[src/rtl/boot_loader_pkg.sv]
// Shared types for the VectorSOC boot loader: FSM state encoding and image magic.
package vsoc_boot_pkg;
    typedef enum logic [2:0] {
        ST_HEADER,
        ST_LOAD,
        ST_CHECK,
        ST_HOLD,
        ST_RUN,
        ST_ERROR
    } state_e;

    localparam logic [15:0] MAGIC = 16'h5653;
endpackage

[src/rtl/boot_loader.sv]
// Streams a header/payload/checksum image into instruction memory, verifies it,
// then releases the core from reset after a short hold.
module boot_loader
    import vsoc_boot_pkg::*;
#(
    parameter int ADDR_W      = 10,
    parameter int DATA_W      = 32,
    parameter int HOLD_CYCLES = 3
) (
    input  logic              clk,
    input  logic              reset,
    input  logic              s_valid,
    output logic              s_ready,
    input  logic [DATA_W-1:0] s_data,
    output logic              mem_we,
    output logic [ADDR_W-1:0] mem_addr,
    output logic [DATA_W-1:0] mem_wdata,
    output logic              core_resetn,
    output logic              done,
    output logic              error
);
    localparam int HC_W = (HOLD_CYCLES > 1) ? $clog2(HOLD_CYCLES) : 1;
    localparam logic [HC_W-1:0] HC_LAST = (HOLD_CYCLES > 0) ? HC_W'(HOLD_CYCLES - 1) : '0;
    localparam longint unsigned MAX_N = 64'd1 << ADDR_W;

    state_e            r_state;
    logic [ADDR_W-1:0] r_idx;
    logic [ADDR_W-1:0] r_last;
    logic [DATA_W-1:0] r_sum;
    logic [HC_W-1:0]   r_hold;
    logic              r_mem_we;
    logic [ADDR_W-1:0] r_mem_addr;
    logic [DATA_W-1:0] r_mem_wdata;
    logic              r_core_resetn;
    logic              r_done;
    logic              r_error;

    logic              w_xfer;
    logic [15:0]       w_hdr_len;
    logic              w_hdr_bad;

    // Ready is a pure state decode so upstream never sees a combinational loop.
    assign s_ready   = (r_state == ST_HEADER) || (r_state == ST_LOAD) || (r_state == ST_CHECK);
    assign w_xfer    = s_valid && s_ready;
    assign w_hdr_len = s_data[15:0];
    assign w_hdr_bad = (s_data[31:16] != MAGIC) || (64'(w_hdr_len) > MAX_N);

    always_ff @(posedge clk) begin
        if (reset) begin
            r_state       <= ST_HEADER;
            r_idx         <= '0;
            r_last        <= '0;
            r_sum         <= '0;
            r_hold        <= '0;
            r_mem_we      <= 1'b0;
            r_mem_addr    <= '0;
            r_mem_wdata   <= '0;
            r_core_resetn <= 1'b0;
            r_done        <= 1'b0;
            r_error       <= 1'b0;
        end else begin
            r_mem_we <= 1'b0;
            case (r_state)
                ST_HEADER: begin
                    if (w_xfer) begin
                        if (w_hdr_bad) begin
                            r_state <= ST_ERROR;
                            r_error <= 1'b1;
                        end else begin
                            r_sum  <= '0;
                            r_idx  <= '0;
                            // N <= 2^ADDR_W here, so N-1 always fits the address width.
                            r_last <= ADDR_W'(w_hdr_len - 16'd1);
                            r_state <= (w_hdr_len == 16'd0) ? ST_CHECK : ST_LOAD;
                        end
                    end
                end
                ST_LOAD: begin
                    if (w_xfer) begin
                        r_mem_we    <= 1'b1;
                        r_mem_addr  <= r_idx;
                        r_mem_wdata <= s_data;
                        r_sum       <= r_sum + s_data;
                        r_idx       <= r_idx + ADDR_W'(1);
                        if (r_idx == r_last) r_state <= ST_CHECK;
                    end
                end
                ST_CHECK: begin
                    if (w_xfer) begin
                        if (s_data != r_sum) begin
                            r_state <= ST_ERROR;
                            r_error <= 1'b1;
                        end else if (HOLD_CYCLES == 0) begin
                            r_state       <= ST_RUN;
                            r_core_resetn <= 1'b1;
                            r_done        <= 1'b1;
                        end else begin
                            r_state <= ST_HOLD;
                            r_hold  <= '0;
                        end
                    end
                end
                ST_HOLD: begin
                    if (r_hold == HC_LAST) begin
                        r_state       <= ST_RUN;
                        r_core_resetn <= 1'b1;
                        r_done        <= 1'b1;
                    end else begin
                        r_hold <= r_hold + HC_W'(1);
                    end
                end
                ST_RUN, ST_ERROR: r_state <= r_state;
                default: r_state <= ST_HEADER;
            endcase
        end
    end

    assign mem_we      = r_mem_we;
    assign mem_addr    = r_mem_addr;
    assign mem_wdata   = r_mem_wdata;
    assign core_resetn = r_core_resetn;
    assign done        = r_done;
    assign error       = r_error;
endmodule

[config.mk]
export PLATFORM = sky130hd
export DESIGN_NAME = boot_loader
export DESIGN_NICKNAME = d
export VERILOG_FILES = /design/src/rtl/boot_loader_pkg.sv /design/src/rtl/boot_loader.sv
export SDC_FILE = /design/constraint.sdc
export NUM_CORES = 1
export LEC_CHECK = 0
export CAP_MARGIN = 10
export CORE_MARGIN = 2
export CORE_UTILIZATION = 50
export CTS_CLUSTER_DIAMETER = 60
export DETAILED_ROUTE_END_ITERATION = 12
export HOLD_SLACK_MARGIN = 0.12
export PLACE_DENSITY = 0.76
export SETUP_SLACK_MARGIN = 0.2
export SYNTH_ARGS = -nofsm -noshare
export SYNTH_HDL_FRONTEND = slang
export SYNTH_SLANG_ARGS = --single-unit
[constraint.sdc]
create_clock -name clk -period 2.85 [get_ports clk]
set_clock_uncertainty 0.2 [all_clocks]
set_input_delay 0.57 -clock clk [delete_from_list [all_inputs] [get_ports clk]]
set_output_delay 0.57 -clock clk [all_outputs]
set_load 0.01 [all_outputs]
==> results of run 1 <==
## what timing repair did
action                                  CTS  global route
buffers inserted                          6            10
endpoints found under the setup margin   58            58
gates resized for setup                  89           105
gates cloned                              1             3
hold endpoints to repair                  0             0
pin swaps                                21            39
## cells in the mapped netlist (5+ instances only)
| cell type | count |
|---|---|
| a31oi_1 | 6 |
| nand2b_1 | 7 |
| or3_1 | 6 |
| a21oi_1 | 75 |
| inv_1 | 16 |
| nand2_1 | 129 |
| clkbuf_1 | 30 |
| o21bai_1 | 5 |
| o21a_1 | 6 |
| a21o_1 | 13 |
| a211oi_1 | 19 |
| nor3_1 | 13 |
| nand4_1 | 8 |
| nand3_1 | 12 |
| nor2_1 | 65 |
| buf_2 | 5 |
| ha_1 | 34 |
| o21ai_0 | 33 |
| xnor2_1 | 31 |
| dfxtp_1 | 102 |
| a22oi_1 | 13 |
| xor2_1 | 15 |
| nor4_1 | 11 |
## cell families (layout without fill, tap and decap cells)
kind of cell	after synthesis	in the layout	share of synthesized area, %
mux	1	1	0.198
xor+xnor	46	46	7.07
simple gates	277	277	22.4
fa+ha+maj	35	35	7.82
buf+inv	54	267	3.80
flops	102	102	35.8
compound gates	203	203	22.9
## layout by cell type, fill, tap and decap left out, types with 5 or more instances in the layout
| master | n |
|---|---|
| o21ai_0 | 17 |
| nor3_1 | 10 |
| nand4_1 | 8 |
| clkdlybuf4s50_1 | 56 |
| a22oi_1 | 5 |
| xnor2_1 | 30 |
| buf_4 | 143 |
| o21bai_1 | 5 |
| nand2b_1 | 7 |
| nand3_1 | 11 |
| o21ai_1 | 10 |
| a22oi_2 | 8 |
| a211oi_1 | 13 |
| clkbuf_16 | 11 |
| nand2_2 | 5 |
| buf_6 | 11 |
| o21ai_2 | 6 |
| a21oi_1 | 65 |
| a31oi_1 | 6 |
| buf_2 | 6 |
| a211oi_2 | 6 |
| xor2_1 | 15 |
| nor2_1 | 62 |
| ha_1 | 15 |
| a21o_1 | 13 |
| a21oi_2 | 12 |
| ha_4 | 18 |
| inv_1 | 14 |
| nand2_1 | 122 |
| o21a_1 | 6 |
| dfxtp_1 | 100 |
| nor4_2 | 5 |
| dlygate4sd2_1 | 6 |
## how the worst max path moves through the flow
stage          slack, ns       start   endpoint  cells after the start
2_1_floorplan      -0.18  s_data[12]  r_sum[31]                      8
3_3_place_gp       -0.74   s_data[1]  r_sum[28]                     11
3_5_place_dp       -0.88   s_data[0]  r_sum[28]                     12
4_1_cts            -0.15  s_data[15]   r_idx[7]                      9
5_1_grt            -0.26  s_data[15]  r_sum[31]                     10
6_report           -0.19  s_data[15]  r_sum[31]                     10
## worst max-delay path, cell delays in order
cell       delay (ns)
buf_6            0.09
or4_4            0.56
or4b_4           0.53
a2111oi_4        0.38
buf_4            0.18
o21a_4           0.17
nor2_4           0.06
a311oi_2         0.23
a31oi_1          0.12
a31o_1           0.19
## area by class of cell
cell class / instances / area [um2] / area share (%)
Clock buffer: 11 / 243 / 2.81
Timing Repair Buffer: 235 / 2030 / 23.5
Clock inverter: 4 / 33.8 / 0.392
Sequential cell: 102 / 2040 / 23.7
Tap cell: 140 / 175 / 2.03
Inverter: 17 / 68.8 / 0.798
Multi-Input combinational cell: 562 / 4030 / 46.7
## stage by stage
stage / util, % / hold slack, ns
floorplan: - / 0.228
global placement: 69.1 / 0.240
detailed placement: 69.1 / 0.245
CTS: 73.5 / 0.254
global route: 78.5 / 0.273
finish: 78.5 / 0.253
## metal layers
metal / part of all wire, % / vias up / wire, um / track usage, %
met5: 0 / - / 0 / 0
met2: 50 / 231 / 9820 / 47.8
met1: 41 / 3016 / 8010 / 33.8
met3: 5.6 / 71 / 1100 / 6.89
li1: - / 2963 / - / -
met4: 4.0 / 0 / 784 / 12.0
## state kept, by name (all words and copies together), names as in the netlist
signal,cells
r_last,10
mem_wdata,32
r_state,3
mem_we,1
error,1
r_idx,10
mem_addr,10
done,1
r_sum,32
r_hold,2
## power groups by stage
stage / logic (mW) / registers (mW) / clock network (mW)
3_3_place_gp: 0.739 / 1.54 / 0
3_5_place_dp: 0.759 / 1.54 / 0
2_1_floorplan: 0.382 / 1.54 / 0
5_1_grt: 0.984 / 1.52 / 1.24
4_1_cts: 0.792 / 1.51 / 1.19
6_report: 0.924 / 1.52 / 1.17
==> flow_summary.html, run 1 <==
<table>
<tr><th>Metric</th><th>Value</th></tr>
<tr><th colspan="2">Status</th></tr>
<tr><td>Run status</td><td>finished, violations left</td></tr>
<tr><td>Violations in the final reports</td><td>negative setup slack</td></tr>
<tr><th colspan="2">Power and ir drop</th></tr>
<tr><td>IR drop worst, VDD</td><td>0.000510 V</td></tr>
<tr><td>Total Power</td><td>3.62 mW</td></tr>
<tr><td>Clock Power Share</td><td>32.5%</td></tr>
<tr><td>Net switching fraction of the power</td><td>approximately 30%</td></tr>
<tr><td>Total power density per cell area</td><td>~420 nW/um2</td></tr>
<tr><td>Proportion of power drawn by flip-flops and latches</td><td>42.0%</td></tr>
<tr><td>Leakage component of the power</td><td>3.39 nW</td></tr>
<tr><td>Share of total power in combinational logic</td><td>between 20% and 30%</td></tr>
<tr><td>Cell Int Power</td><td>2.53 mW</td></tr>
<tr><td>Switching power summed over all nets</td><td>1.08 mW</td></tr>
<tr><th colspan="2">Place</th></tr>
<tr><td>Weighted congestion at the end of routability-driven global placement</td><td>slightly below 0.9</td></tr>
<tr><td>Cell Count Post-Placement</td><td>1036</td></tr>
<tr><td>Pre-CTS setup slack</td><td>-0.878 ns</td></tr>
<tr><td>Placed Area</td><td>7590 um2</td></tr>
<tr><td>Input/output buffers</td><td>about 80</td></tr>
<tr><td>Post-DP HPWL</td><td>12500 um</td></tr>
<tr><th colspan="2">Synth</th></tr>
<tr><td>Share of synthesized registers carrying an async set or reset</td><td>0%</td></tr>
<tr><td>Post-synth net total</td><td>788</td></tr>
<tr><td>Count of state elements after synthesis</td><td>about 100</td></tr>
<tr><td>Register area share after synthesis</td><td>between 30% and 40%</td></tr>
<tr><td>Share of Yosys cell area claimed by the top area cell type</td><td>between 30 and 40%</td></tr>
<tr><td>Avg Synthesized Cell Area</td><td>7.94 um2</td></tr>
<tr><td>Synth Instances</td><td>718</td></tr>
<tr><td>Largest area contributor in the synthesized netlist</td><td>dfxtp_1</td></tr>
<tr><td>Synthesized cell area</td><td>around 5700 um2</td></tr>
<tr><td>Number of enable-type register cells in the synthesized netlist</td><td>0</td></tr>
<tr><td>Most used DFF post-synth</td><td>dfxtp_1</td></tr>
<tr><td>Yosys warnings</td><td>0</td></tr>
<tr><td>Largest cells by area after synthesis</td><td>dfxtp_1, nand2_1, ha_1, a21oi_1, xnor2_1</td></tr>
<tr><td>Count of cell types in the netlist</td><td>63</td></tr>
<tr><th colspan="2">Setup path</th></tr>
<tr><td>Crit path launch type</td><td>input port</td></tr>
<tr><td>Endpoint class of the critical path</td><td>register</td></tr>
<tr><td>Largest fanout of any net on the critical path</td><td>4</td></tr>
<tr><td>Register-to-register path setup slack</td><td>-0.06 ns</td></tr>
<tr><td>CP Class</td><td>in2reg</td></tr>
<tr><td>CP arrival</td><td>3.10 ns</td></tr>
<tr><td>Critical R2R Capture</td><td>r_sum[31]</td></tr>
<tr><td>CP Data Required Time</td><td>2.91 ns</td></tr>
<tr><td>Startpoint of the most critical register-to-register path</td><td>r_sum[1]</td></tr>
<tr><td>Worst r2r path cells</td><td>12</td></tr>
<tr><th colspan="2">CTS</th></tr>
<tr><td>Clock root cell</td><td>clkbuf_16</td></tr>
<tr><td>Clock tree from TritonCTS</td><td>yes</td></tr>
<tr><td>Post-cts hold buffer count</td><td>0</td></tr>
<tr><td>Buffer levels on the longest clock path</td><td>2</td></tr>
<tr><td>Clock H-tree levels</td><td>3</td></tr>
<tr><td>Number of sinks handled by clock tree synthesis</td><td>102</td></tr>
<tr><td>Clock input transition at the sequential cells of the worst setup and hold paths</td><td>roughly 0.070 ns</td></tr>
<tr><td>Number of buffers inserted during clock tree synthesis</td><td>9</td></tr>
<tr><td>Clock latency on the worst-skew pair</td><td>0.36 ns</td></tr>
<tr><th colspan="2">Die</th></tr>
<tr><td>Initial cell density of the core</td><td>51.9%</td></tr>
<tr><td>Number of core rows</td><td>38</td></tr>
<tr><td>Vertical die dimension</td><td>around 110 um</td></tr>
<tr><td>Die Wd</td><td>111 um</td></tr>
<tr><td>I/O pin total</td><td>82</td></tr>
<tr><td>Die Footprint</td><td>12300 um2</td></tr>
<tr><td>Placeable core region</td><td>11000 um2</td></tr>
<tr><th colspan="2">Routing</th></tr>
<tr><td>Vias post-DR</td><td>6281</td></tr>
<tr><td>DR iter-0 viols</td><td>483</td></tr>
<tr><td>TritonRoute pass-1 iters</td><td>5</td></tr>
<tr><td>DRC</td><td>0</td></tr>
<tr><td>Detailed Route WL</td><td>between 15000 and 20000 um</td></tr>
<tr><td>Routed wire per std cell</td><td>18.4 um</td></tr>
<tr><td>Via count normalized by instance count</td><td>5.86</td></tr>
<tr><td>Detail Route Antenna Nets</td><td>0</td></tr>
<tr><th colspan="2">STA</th></tr>
<tr><td>Max-Slew Margin vs Limit</td><td>47.7%</td></tr>
<tr><td>Final slew viol count</td><td>0</td></tr>
<tr><td>Portion of the clock cycle consumed by the worst path in the final layout</td><td>107%</td></tr>
<tr><td>Max Clk Rate</td><td>around 330 MHz</td></tr>
<tr><td>Setup repair after global routing missed its margin</td><td>true</td></tr>
<tr><td>Total Negative Setup Slacks</td><td>-3.52 ns</td></tr>
<tr><td>Final setup slack of the worst path</td><td>-0.186 ns</td></tr>
<tr><td>Final hold vios</td><td>0</td></tr>
<tr><td>Final critical path time including I/O delays and setup</td><td>3.04 ns</td></tr>
<tr><td>Count of final setup violators</td><td>48</td></tr>
<tr><td>Slew of the pin with the lowest slew margin</td><td>0.784 ns</td></tr>
<tr><th colspan="2">Final layout</th></tr>
<tr><td>Fraction of final layout cells sized beyond drive strength 1</td><td>30.9%</td></tr>
<tr><td>Post-layout instance area</td><td>8620 um2</td></tr>
<tr><td>Antenna diodes</td><td>0</td></tr>
<tr><td>Layout Nets</td><td>approximately 1000</td></tr>
<tr><td>Fillers</td><td>704</td></tr>
<tr><td>Final Instance Count excl. Fillers</td><td>roughly 1100</td></tr>
<tr><td>Layout area overhead</td><td>51.3%</td></tr>
<tr><th colspan="2">Global routing</th></tr>
<tr><td>Pin count of the biggest net entering global routing</td><td>between 70 and 80</td></tr>
<tr><td>Vias in the first global route</td><td>about 6000</td></tr>
<tr><td>Number of antenna violations at the first check in global routing</td><td>0</td></tr>
<tr><td>Global-route wire length before repair</td><td>28400 um</td></tr>
<tr><td>Combined global-route utilization of all metal layers</td><td>28.1%</td></tr>
<tr><td>Overflow after GRT</td><td>0</td></tr>
<tr><th colspan="2">Hold path</th></tr>
<tr><td>Worst hold path type</td><td>reg2reg</td></tr>
<tr><td>Start point of the worst hold path</td><td>mem_wdata[19]</td></tr>
<tr><td>Number of cells on the worst hold path</td><td>2</td></tr>
<tr><td>WHS Endpoint</td><td>mem_wdata[19]</td></tr>
<tr><th colspan="2">Job</th></tr>
<tr><td>Maximum capacitance violations</td><td>0</td></tr>
</table>
No activity file was read; power rests on OpenSTA's default activity.
==> run 2: changes to the inputs <==
--- a/config.mk
+++ b/config.mk
@@ -6,8 +6,10 @@
 export NUM_CORES = 1
 export LEC_CHECK = 0
 export CAP_MARGIN = 10
+export CELL_PAD_IN_SITES_DETAIL_PLACEMENT = 0
+export CELL_PAD_IN_SITES_GLOBAL_PLACEMENT = 1
 export CORE_MARGIN = 2
-export CORE_UTILIZATION = 50
+export CORE_UTILIZATION = 37
 export CTS_CLUSTER_DIAMETER = 60
 export DETAILED_ROUTE_END_ITERATION = 12
 export HOLD_SLACK_MARGIN = 0.12
==> flow_summary.html, run 2 (synthesis gave the netlist of run 1 again) <==
<table>
<tr><th>Metric</th><th>Value</th></tr>
<tr><th colspan="2">Status</th></tr>
<tr><td>Run status</td><td>finished, violations left</td></tr>
<tr><td>Violations in the final reports</td><td>negative setup slack</td></tr>
<tr><th colspan="2">Die</th></tr>
<tr><td>I/O pin total</td><td>82</td></tr>
<tr><td>Die Footprint</td><td>between 15000 and 20000 um2</td></tr>
<tr><td>Vertical die dimension</td><td>~130 um</td></tr>
<tr><td>Die Wd</td><td>around 130 um</td></tr>
<tr><td>Placeable core region</td><td>roughly 15000 um2</td></tr>
<tr><td>Number of core rows</td><td>between 40 and 50</td></tr>
<tr><td>Initial cell density of the core</td><td>37.6%</td></tr>
<tr><th colspan="2">Final layout</th></tr>
<tr><td>Antenna diodes</td><td>0</td></tr>
<tr><td>Most common library cell in the layout ignoring fill and taps</td><td>buf_4</td></tr>
<tr><td>Multi-input gate area in the final layout</td><td>4050 um2</td></tr>
<tr><td>Fillers</td><td>1342</td></tr>
<tr><td>Layout Nets</td><td>1009</td></tr>
<tr><td>Layout area overhead</td><td>54.6%</td></tr>
<tr><td>Commonest cells after routing, fill and taps aside</td><td>buf_4, nand2_1, dfxtp_1</td></tr>
<tr><td>Storage cell area</td><td>2040 um2</td></tr>
<tr><td>Share of the core filled with cells</td><td>between 50% and 60%</td></tr>
<tr><td>Fraction of final layout cells sized beyond drive strength 1</td><td>31.9%</td></tr>
<tr><th colspan="2">Power and ir drop</th></tr>
<tr><td>Total Power</td><td>3.83 mW</td></tr>
<tr><td>Total power density per cell area</td><td>434 nW/um2</td></tr>
<tr><td>Leakage component of the power</td><td>between 3 and 4 nW</td></tr>
<tr><td>IR drop worst, VDD</td><td>between 0.0003 and 0.0004 V</td></tr>
<tr><th colspan="2">Global routing</th></tr>
<tr><td>Vias in the first global route</td><td>approximately 6000</td></tr>
<tr><td>Global-route wire length before repair</td><td>28700 um</td></tr>
<tr><td>Number of antenna violations at the first check in global routing</td><td>0</td></tr>
<tr><td>Pin count of the biggest net entering global routing</td><td>54</td></tr>
<tr><td>Combined global-route utilization of all metal layers</td><td>approximately 22%</td></tr>
<tr><td>Overflow after GRT</td><td>0</td></tr>
<tr><th colspan="2">CTS</th></tr>
<tr><td>Clock root cell</td><td>clkbuf_16</td></tr>
<tr><td>Number of buffers inserted during clock tree synthesis</td><td>9</td></tr>
<tr><td>Clock input transition at the sequential cells of the worst setup and hold paths</td><td>0.07 ns</td></tr>
<tr><td>Clock latency on the worst-skew pair</td><td>0.36 ns</td></tr>
<tr><td>Clock H-tree levels</td><td>3</td></tr>
<tr><td>Clock tree from TritonCTS</td><td>yes</td></tr>
<tr><td>Post-cts hold buffer count</td><td>0</td></tr>
<tr><td>Buffer levels on the longest clock path</td><td>2</td></tr>
<tr><td>Number of sinks handled by clock tree synthesis</td><td>slightly above 100</td></tr>
<tr><th colspan="2">Setup path</th></tr>
<tr><td>Critical R2R Capture</td><td>r_sum[28]</td></tr>
<tr><td>Startpoint of the most critical register-to-register path</td><td>r_sum[0]</td></tr>
<tr><td>Crit path launch type</td><td>input port</td></tr>
<tr><td>Critical Path Slowest Stage Cell</td><td>or4b_4</td></tr>
<tr><td>Buffers and inverters on the worst path</td><td>3</td></tr>
<tr><td>Sequence of cells on the critical path</td><td>buf_8 &gt; inv_4 &gt; ha_4 &gt; or4b_4 &gt; or3_4 &gt; a2111oi_4 &gt; o21a_4 &gt; nor2_4 &gt; buf_6 &gt; a22oi_1 &gt; nand3_2</td></tr>
<tr><td>Largest fanout of any net on the critical path</td><td>19</td></tr>
<tr><td>Worst r2r path cells</td><td>11</td></tr>
<tr><td>CP Data Required Time</td><td>2.89 ns</td></tr>
<tr><td>Register-to-register path setup slack</td><td>0.03 ns</td></tr>
<tr><td>CP Class</td><td>in2reg</td></tr>
<tr><td>Maximum cell stage delay along the critical path</td><td>approximately 0.45 ns</td></tr>
<tr><td>Worst path top cell family by delay</td><td>simple AND/OR/NAND/NOR gates</td></tr>
<tr><td>Endpoint class of the critical path</td><td>register</td></tr>
<tr><td>CP arrival</td><td>~2.9 ns</td></tr>
<tr><th colspan="2">STA</th></tr>
<tr><td>Setup repair after global routing missed its margin</td><td>true</td></tr>
<tr><td>Slew of the pin with the lowest slew margin</td><td>0.637 ns</td></tr>
<tr><td>Final Hold Slack</td><td>0.213 ns</td></tr>
<tr><td>Count of final setup violators</td><td>3</td></tr>
<tr><td>Max Clk Rate</td><td>around 350 MHz</td></tr>
<tr><td>Portion of the clock cycle consumed by the worst path in the final layout</td><td>101%</td></tr>
<tr><td>Final setup slack of the worst path</td><td>-0.0252 ns</td></tr>
<tr><td>Final hold vios</td><td>0</td></tr>
<tr><td>Final slew viol count</td><td>0</td></tr>
<tr><td>Max-Slew Margin vs Limit</td><td>57.5%</td></tr>
<tr><td>Final critical path time including I/O delays and setup</td><td>2.88 ns</td></tr>
<tr><th colspan="2">Routing</th></tr>
<tr><td>Vias post-DR</td><td>6005</td></tr>
<tr><td>DR iter-0 viols</td><td>277</td></tr>
<tr><td>TritonRoute pass-1 iters</td><td>4</td></tr>
<tr><td>DRC</td><td>0</td></tr>
<tr><td>Detail Route Antenna Nets</td><td>0</td></tr>
<tr><td>Detailed Route WL</td><td>17900 um</td></tr>
<tr><td>Via count normalized by instance count</td><td>approximately 5.3</td></tr>
<tr><td>Routed wire per std cell</td><td>15.8 um</td></tr>
<tr><th colspan="2">Place</th></tr>
<tr><td>Input/output buffers</td><td>81</td></tr>
<tr><td>Post-DP HPWL</td><td>13100 um</td></tr>
<tr><td>Weighted congestion at the end of routability-driven global placement</td><td>0.898</td></tr>
<tr><th colspan="2">Hold path</th></tr>
<tr><td>Start point of the worst hold path</td><td>s_data[0]</td></tr>
<tr><td>WHS Endpoint</td><td>r_last[0]</td></tr>
<tr><td>Worst hold path type</td><td>in2reg</td></tr>
<tr><td>Number of cells on the worst hold path</td><td>2</td></tr>
<tr><th colspan="2">Job</th></tr>
<tr><td>Maximum capacitance violations</td><td>0</td></tr>
</table>
## run 2: cell count changes in the layout (fill, tap and decap cells not counted), sizes merged
cell and delta:
bufinv +2, clkdlybuf4s50 -3, clkbuf -5, inv +3
clkinvlp -1, dlymetal6s2s +3, clkdlybuf4s15 -2, buf +17
clkinv -1
## run 2: how the worst max path moves through the flow
| stage | endpoint | slack, ns | cells past startpoint | start |
|---|---|---|---|---|
| after CTS | r_sum[31] | -0.009 | 11 | s_data[1] |
| after global routing | r_sum[28] | -0.11 | 11 | s_data[1] |
| after floorplan | r_sum[31] | -0.18 | 8 | s_data[12] |
| after global placement | r_sum[28] | -0.82 | 12 | s_data[0] |
| final | r_sum[28] | -0.03 | 11 | s_data[1] |
| after detailed placement | r_sum[28] | -0.94 | 12 | s_data[0] |
## run 2: routing by layer
layer,track usage (%),part of all wire (%),vias up
met5,0,0,-
met4,9.95,2.4,0
met3,2.84,3.1,23
met2,38.4,50,119
met1,26.7,45,2867
li1,-,-,2996
## run 2: area by class of cell
type	instances	share of cell area, %
Clock buffer	9	2.56
Clock inverter	7	1.29
Inverter	17	0.753
Multi-Input combinational cell	562	46.0
Sequential cell	102	23.2
Tap cell	188	2.67
Timing Repair Buffer	247	23.6
## run 2: stage by stage
| step | worst slack, ns | cell area, um2 | cells | setup TNS (ns) |
|---|---|---|---|---|
| 4_1_cts | -0.00866 | 8390 | 1125 | -0.0105 |
| 6_report | -0.0252 | 8810 | 1132 | -0.0345 |
| 5_1_grt | -0.110 | 8810 | 1132 | -0.744 |
| 3_5_place_dp | -0.936 | 7800 | 1103 | -41.23 |
| 2_1_floorplan | -0.184 | 5750 | 718 | -4.09 |
| 3_3_place_gp | -0.822 | 7800 | 1103 | -38.86 |
## run 2: repair_timing
| item | 4_1_cts | 5_1_grt |
|---|---|---|
| gates cloned | 1 | 0 |
| buffers inserted | 5 | 7 |
| resized for setup | 115 | 76 |
| endpoints found under the setup margin | 58 | 58 |
| pin swaps | 22 | 54 |
## run 2: report_power, final
part / switching (mW) / total [mW] / internal, mW
clock: 0.620 / 1.41 / 0.792
combinational: 0.461 / 0.900 / 0.438
sequential: 0.0391 / 1.51 / 1.47
